$ cat config.mk
export PLATFORM = sky130hd
export DESIGN_NAME = cipo_phase_select_reg
export DESIGN_NICKNAME = d
export VERILOG_FILES = /design/src/rtl/cipo_phase_select_reg.sv
export SDC_FILE = /design/constraint.sdc
export NUM_CORES = 1
export LEC_CHECK = 0
export CAP_MARGIN = 20
export CORE_UTILIZATION = 27
export DETAILED_ROUTE_END_ITERATION = 7
export PLACE_DENSITY_LB_ADDON = 0.12
export SETUP_SLACK_MARGIN = 0.3
export SYNTH_ARGS = -nofsm -noshare
export SYNTH_HDL_FRONTEND = slang
export SYNTH_SLANG_ARGS = --single-unit
$ cat constraint.sdc
create_clock -name clk -period 1.2 [get_ports clk]
set_clock_uncertainty 0.05 [all_clocks]
set_input_delay 0.24 -clock clk [delete_from_list [all_inputs] [get_ports clk]]
set_output_delay 0.24 -clock clk [all_outputs]
set_load 0.02 [all_outputs]
$ cat src/rtl/cipo_phase_select_reg.sv
// cipo_phase_select_reg: recovers a rising/falling-edge word pair from an oversampled CIPO line.
// clk          : single clock, all state updates on its rising edge
// rst          : asynchronous active-high reset, clears CIPO
// phase_select : cable-delay compensation, 0..15 oversampled-clock steps
// CIPO4x       : oversampled CIPO line, bit 0 is the earliest sample
// CIPO         : [15:0] rising-edge word, [31:16] falling-edge word, both MSB first
module cipo_phase_select_reg (
   input  logic        clk,
   input  logic        rst,
   input  logic [3:0]  phase_select,
   input  logic [73:0] CIPO4x,
   output logic [31:0] CIPO
);
   // Zero-padding to 128 entries makes every 7-bit index legal and turns
   // indices past the last sample into 0 instead of wrapping.
   logic [127:0] padded;
   logic [6:0]   base;
   logic [31:0]  sel;
   assign padded = {54'd0, CIPO4x};
   assign base   = {3'd0, phase_select};
   for (genvar k = 0; k < 16; k++) begin : g_bit
      assign sel[15-k] = padded[base + 7'(4*k)];
      assign sel[31-k] = padded[base + 7'(4*k + 2)];
   end
   always_ff @(posedge clk or posedge rst)
      if (rst) CIPO <= '0;
      else     CIPO <= sel;
endmodule

* Word level (Yosys, flattened, before mapping)
Index checks and enable logic that the tools add are counted.
W data, S select, Z words.
** Operators by class
- Divide/modulo/power cells :: 0
- $lt $le $gt $ge :: 32
- Bitwise gates (word level) :: 0
- Mux-type cells :: 64
- Equal/unequal tests :: 0
- Add/sub/neg operators :: 31
- Multiply operators :: 0
- Reduce and logical (&&, ||, !) cells :: 0
- Shifts and indexed selects :: 0
** Operators with widths (number)
- $bmux W1 S7 :: 31
- $lt A7 B8 Y1 const B :: 16
- $add A4 B6 Y7 const B :: 16
- $lt A6 B8 Y1 const B :: 8
- $lt A5 B8 Y1 const B :: 7
- $add A4 B5 Y6 const B :: 8
- $mux W1 :: 32
- $add A4 B4 Y5 const B :: 4
- $add A4 B3 Y5 const B :: 2
- $lt A4 B8 Y1 const B :: 1
- $add A4 B2 Y5 const B :: 1
- $bmux W1 S4 :: 1
** Storage, ports and cells
- Memory bits (writable) :: 0
- Bits in read-only memories :: 0
- Register bits after elaboration :: 32
- Latch bits :: 0
- Memories :: 0
- Word-level logic and storage cells :: 128
- Output and inout bits :: 32
- Bits of input ports :: 80

* Longest topological paths before layout
- Depth after elaboration :: 3
- Gate-level depth with buffers :: 12
- Depth with buffers taken out :: 7

* Worst setup path before layout
OpenSTA, ideal clock, no wires.
- Path type :: in2reg
- From :: in phase_select[1]
- To :: reg CIPO[26]
- Arrival :: 2.897 ns
- Cell stages on the path :: 12
- Required time :: 1.011 ns
- Path buffers :: 5
- Setup slack :: -1.885 ns
- Setup time :: 0.139 ns
- Cell sequence :: clkbuf_1 > buf_2 > buf_2 > buf_2 > inv_1 > ha_1 > ha_1 > and2_1 > clkbuf_1 > a22oi_1 > a211oi_1 > or4_1
** Between the ends
- Word-level cells in the longest chain between the ends :: 3
** RTL lines
- start, declared :: RTL line 10 : input logic [3:0] phase_select,
- $add A4 B5 Y6 :: RTL line 23 : assign sel[31-k] = padded[base + 7'(4*k + 2)];
- $bmux W1 S7 :: RTL line 23
- $mux W1 (not written as such) :: RTL line 23
- net sel[26] :: RTL line 18 : logic [31:0] sel;
- end signal, assigned :: RTL line 27 : else CIPO <= sel;
- end, declared :: RTL line 12 : output logic [31:0] CIPO
The timed path passes the listed nets, and every way through them passes these cells. The select of a mux whose other input is x is not followed.

* Worst setup path in the final report
- From :: in phase_select[0]
- To :: reg CIPO[19]
** Between the ends
- Word-level cells in the longest chain between the ends :: 3
** RTL lines (RTL line)
- $add A4 B6 Y7 :: 23
- $bmux W1 S7 :: 23
- $mux W1 (not written as such) :: 23
- net sel[19] :: 18
The timed path passes the listed nets, and every way through them passes these cells. The select of a mux whose other input is x is not followed.

==> flow_metrics.py <==
metrics = {
    "yosys": {
        "synth_area_um2": 3230,
        "yosysTopAreaCellShare_pct": 37.6,
        "yosys.area_share.simple_pct": 9.91,
        "yosys_reg_bits": 32,
        "synth.distinct_cells": 44,
        "syn-instance-count": 274,
        "synth_largest_area_cell": "sky130_fd_sc_hd__mux4_2",
        "netlist_top_cells_area": "sky130_fd_sc_hd__mux4_2, sky130_fd_sc_hd__dfrtp_1, sky130_fd_sc_hd__mux2_2, sky130_fd_sc_hd__ha_1, sky130_fd_sc_hd__nand2_1",
        "combinational_family_with_the_most_area_after_synthesis": "multiplexers",
        "synthFlopType": "sky130_fd_sc_hd__dfrtp_1",
        "post_synth.cell_area_avg_um2": 11.8,
        "yosys-mux-area-fraction_pct": 43.1,
        "post_synth_edffs": 0,
        "post_synth_xor_area_fraction_pct": 0,
        "synth_fa_ha_area_share_pct": 4.26,
        "yosys_warnings": 0,
        "share_of_synthesized_area_occupied_by_flip_flops_and_latches_pct": 24.8,
        "synth_fp_nets": 365,
        "synth-compound-area-share_pct": 13.5,
        "async_reset_ff_share_pct": 100,
    },
    "detailed_routing": {
        "viasPerCell": 5.32,
        "firstDrtPassIters": 6,
        "routed_wirelength_um": 12400,
        "num_vias": 3331,
        "drt.antenna.violating_nets": 0,
        "number_of_drc_violations_after_detailed_routing": 6,
        "wire_per_inst_um": 19.8,
        "detail_route.iter0.violations": 202,
    },
    "setup_path": {
        "worst-endpoint-required_ns": 1.31,
        "worst-endpoint-arrival_ns": 2.08,
        "timing_worst_setup_path_type": "in2reg",
        "cp-end-kind": "flip-flop",
        "setup.worst_path.end": "CIPO[19]$_DFF_PP0_",
        "crit_fanout": 8,
        "startpoint": "phase_select[0]",
        "crit_start_category": "primary input",
    },
    "finish": {
        "finish.utilization_pct": 51.7,
        "drive_gt1_share_pct": 56.0,
        "multi_input_area_um2": 2560,
        "area_overhead_of_the_layout_relative_to_synthesis_pct": 84.9,
        "fillCellCount": 1032,
        "layout.area.seq_um2": 801,
        "stdcell_count": 626,
        "registers.top_by_ff_count": "CIPO",
        "final_nets": 572,
        "largestRegisters": "CIPO (32)",
        "largest_register_ff_count": 32,
    },
    "floorplanning": {
        "floorplan.core_area_um2": 11600,
        "placement_rows": 39,
        "floorplan.initialDensity_pct": 28.0,
        "die-area_um2": 12400,
        "io-pin-count": 112,
        "chipWidth_um": 111,
        "height_of_the_chip_um": 111,
    },
    "clocking": {
        "ctsHtreeMaxLevel": 2,
        "root_buffer": "sky130_fd_sc_hd__clkbuf_16",
        "clock_sink_count": 32,
        "cts.clk_slew.worst_paths_ns": 0.06,
        "number_of_buffers_created_by_cts": 5,
        "cts_tree": "built",
        "ctsLongestPathBuffers": 2,
    },
    "pwr": {
        "leakagePower_uw": 0.00261,
        "power.density_nw_per_um2": 1010,
        "max-vdd-ir-drop_mv": 0.502,
    },
    "timing": {
        "finalWorstPathRequiredPeriod_ns": 1.97,
        "timing.slew.headroom_pct": 71.6,
        "setup_slack_ns": -0.768,
        "layout_worst_path_cycle_share_pct": 164,
        "timing_hold_violations_final": 0,
        "final_setup_violation_count": 32,
        "timing_max_transition_violations_final": 0,
        "fmax_ghz": 0.508,
        "tightest_pin_transition_ns": 0.425,
        "rsz0062_at_grt": "true",
    },
    "grt": {
        "grt_max_degree": 33,
        "initial_antenna_violation_count": 1,
        "first_global_vias": 3586,
        "first_pass_grt_wire_length_um": 19400,
        "gr-usage-all-layers_pct": 20.6,
        "grt.overflow.total": 0,
    },
    "outcome": {
        "run_status": "finished with violations",
        "violations": "DRC, setup timing",
    },
    "place": {
        "placedCellCount": 586,
        "globalplace.congestion": 0.901,
        "count_of_port_buffers_added_during_placement": 111,
        "detailedPlacementHpwl_um": 9740,
    },
    "run": {
        "cap_viol_max_count": 0,
    },
    "worst_hold_path": {
        "hold_path_class": "in2async",
    },
}
layout by cell type (no fill, tap or decap), drive strengths merged, types with 2 or more instances in the layout:
cell type	n
a22o	6
a22oi	13
a31oi	5
mux2	13
a211o	2
o21ai	7
clkdlybuf4s50	11
clkdlybuf4s15	3
clkinvlp	2
buf	146
a41o	2
o21bai	2
dlygate4sd2	62
mux4	54
a21o	4
a21oi	8
clkbuf	5
inv	9
dfrtp	32
ha	11
a211oi	4
and3	3
nand2	30
nor2	7
nor2b	5
nand4	3
nand3	13
mux2i	3
how the worst min path moves through the flow:
stage	to	from	cells past startpoint	slack [ns]
2_1_floorplan	CIPO[0]$_DFF_PP0_	rst	1	0.12
3_3_place_gp	CIPO[4]$_DFF_PP0_	rst	3	0.59
3_5_place_dp	CIPO[4]$_DFF_PP0_	rst	3	0.60
4_1_cts	CIPO[4]$_DFF_PP0_	rst	3	0.29
5_1_grt	CIPO[11]$_DFF_PP0_	rst	3	0.31
6_report	CIPO[8]$_DFF_PP0_	rst	3	0.29
stage by stage:
stage / setup WS [ns] / power (uW) / setup TNS (ns) / area (um2) / hold slack, ns
floorplan: -1.20 / 2860 / -22.98 / 3500 / 0.118
global placement: -1.42 / 4120 / -36.04 / 5150 / 0.586
detailed placement: -1.47 / 4150 / -36.77 / 5150 / 0.596
CTS: -0.775 / 6020 / -17.54 / 5870 / 0.291
global route: -0.819 / 6340 / -19.30 / 5980 / 0.312
finish: -0.768 / 6050 / -18.12 / 5980 / 0.287
logic make-up (layout without fill, tap and decap cells):
family | after synthesis | count (layout)
mux | 70 | 70
other cells | 0 | 1
flops | 32 | 32
buf+inv | 32 | 240
compound gates | 61 | 61
fa+ha+maj | 11 | 11
simple gates | 68 | 68
power by group:
group | switching, uW | leakage, uW | internal (uW) | total [uW]
Clock | 506 | 0.0000798 | 975 | 1480
Sequential | 98.6 | 0.000383 | 1280 | 1380
Combinational | 1400 | 0.00215 | 1790 | 3180
Total | 2000 | 0.00261 | 4050 | 6050
final cells by class:
| type | instances | area share [%] |
|---|---|---|
| Sequential cell | 32 | 13.4 |
| Timing Repair Buffer | 222 | 37.1 |
| Inverter | 10 | 0.774 |
| Tap cell | 143 | 2.99 |
| Clock inverter | 3 | 0.711 |
| Multi-Input combinational cell | 210 | 42.9 |
| Antenna cell | 1 | 0.0418 |
| Clock buffer | 5 | 2.09 |
per-layer routing:
metal  part of all wire, %  GRT usage [%]  wire, um  vias to the layer above
met3                   4.1           2.56       511                       13
met4                   1.7           6.13       211                        0
met5                     0              0         0                        -
li1                      -              -         -                     1534
met2                    50           35.5      6190                      113
met1                    44           27.1      5470                     1671
synthesized netlist by cell type, types with 3 or more instances:
master                     count
sky130_fd_sc_hd__mux4_2       54
sky130_fd_sc_hd__dfrtp_1      32
sky130_fd_sc_hd__nand2_1      30
sky130_fd_sc_hd__a22oi_1      13
sky130_fd_sc_hd__mux2_2       13
sky130_fd_sc_hd__nand3_1      13
sky130_fd_sc_hd__clkbuf_1     11
sky130_fd_sc_hd__ha_1         11
sky130_fd_sc_hd__inv_1        10
sky130_fd_sc_hd__a21oi_1       8
sky130_fd_sc_hd__nor2_1        7
sky130_fd_sc_hd__a22o_1        6
sky130_fd_sc_hd__buf_2         6
sky130_fd_sc_hd__a31oi_1       5
sky130_fd_sc_hd__nor2b_1       5
sky130_fd_sc_hd__o21ai_0       5
sky130_fd_sc_hd__a211oi_1      4
sky130_fd_sc_hd__a21o_1        4
sky130_fd_sc_hd__and3_1        3
sky130_fd_sc_hd__mux2i_1       3
sky130_fd_sc_hd__nand4_1       3
critical path: stages:
cell                     delay, ns
sky130_fd_sc_hd__buf_12       0.10
sky130_fd_sc_hd__buf_12       0.13
sky130_fd_sc_hd__mux4_2       0.55
sky130_fd_sc_hd__mux4_2       0.53
sky130_fd_sc_hd__and3_4       0.19
sky130_fd_sc_hd__or3_1        0.33
timing repair:
action                     in CTS  in global routing
pin swaps                      21                 17
setup endpoints to repair      64                 64
hold buffers                    0                  0
resized for setup             346                 19
cloned                          3                  0
setup buffers                  24                  4
(Power assumes the default switching activity.)
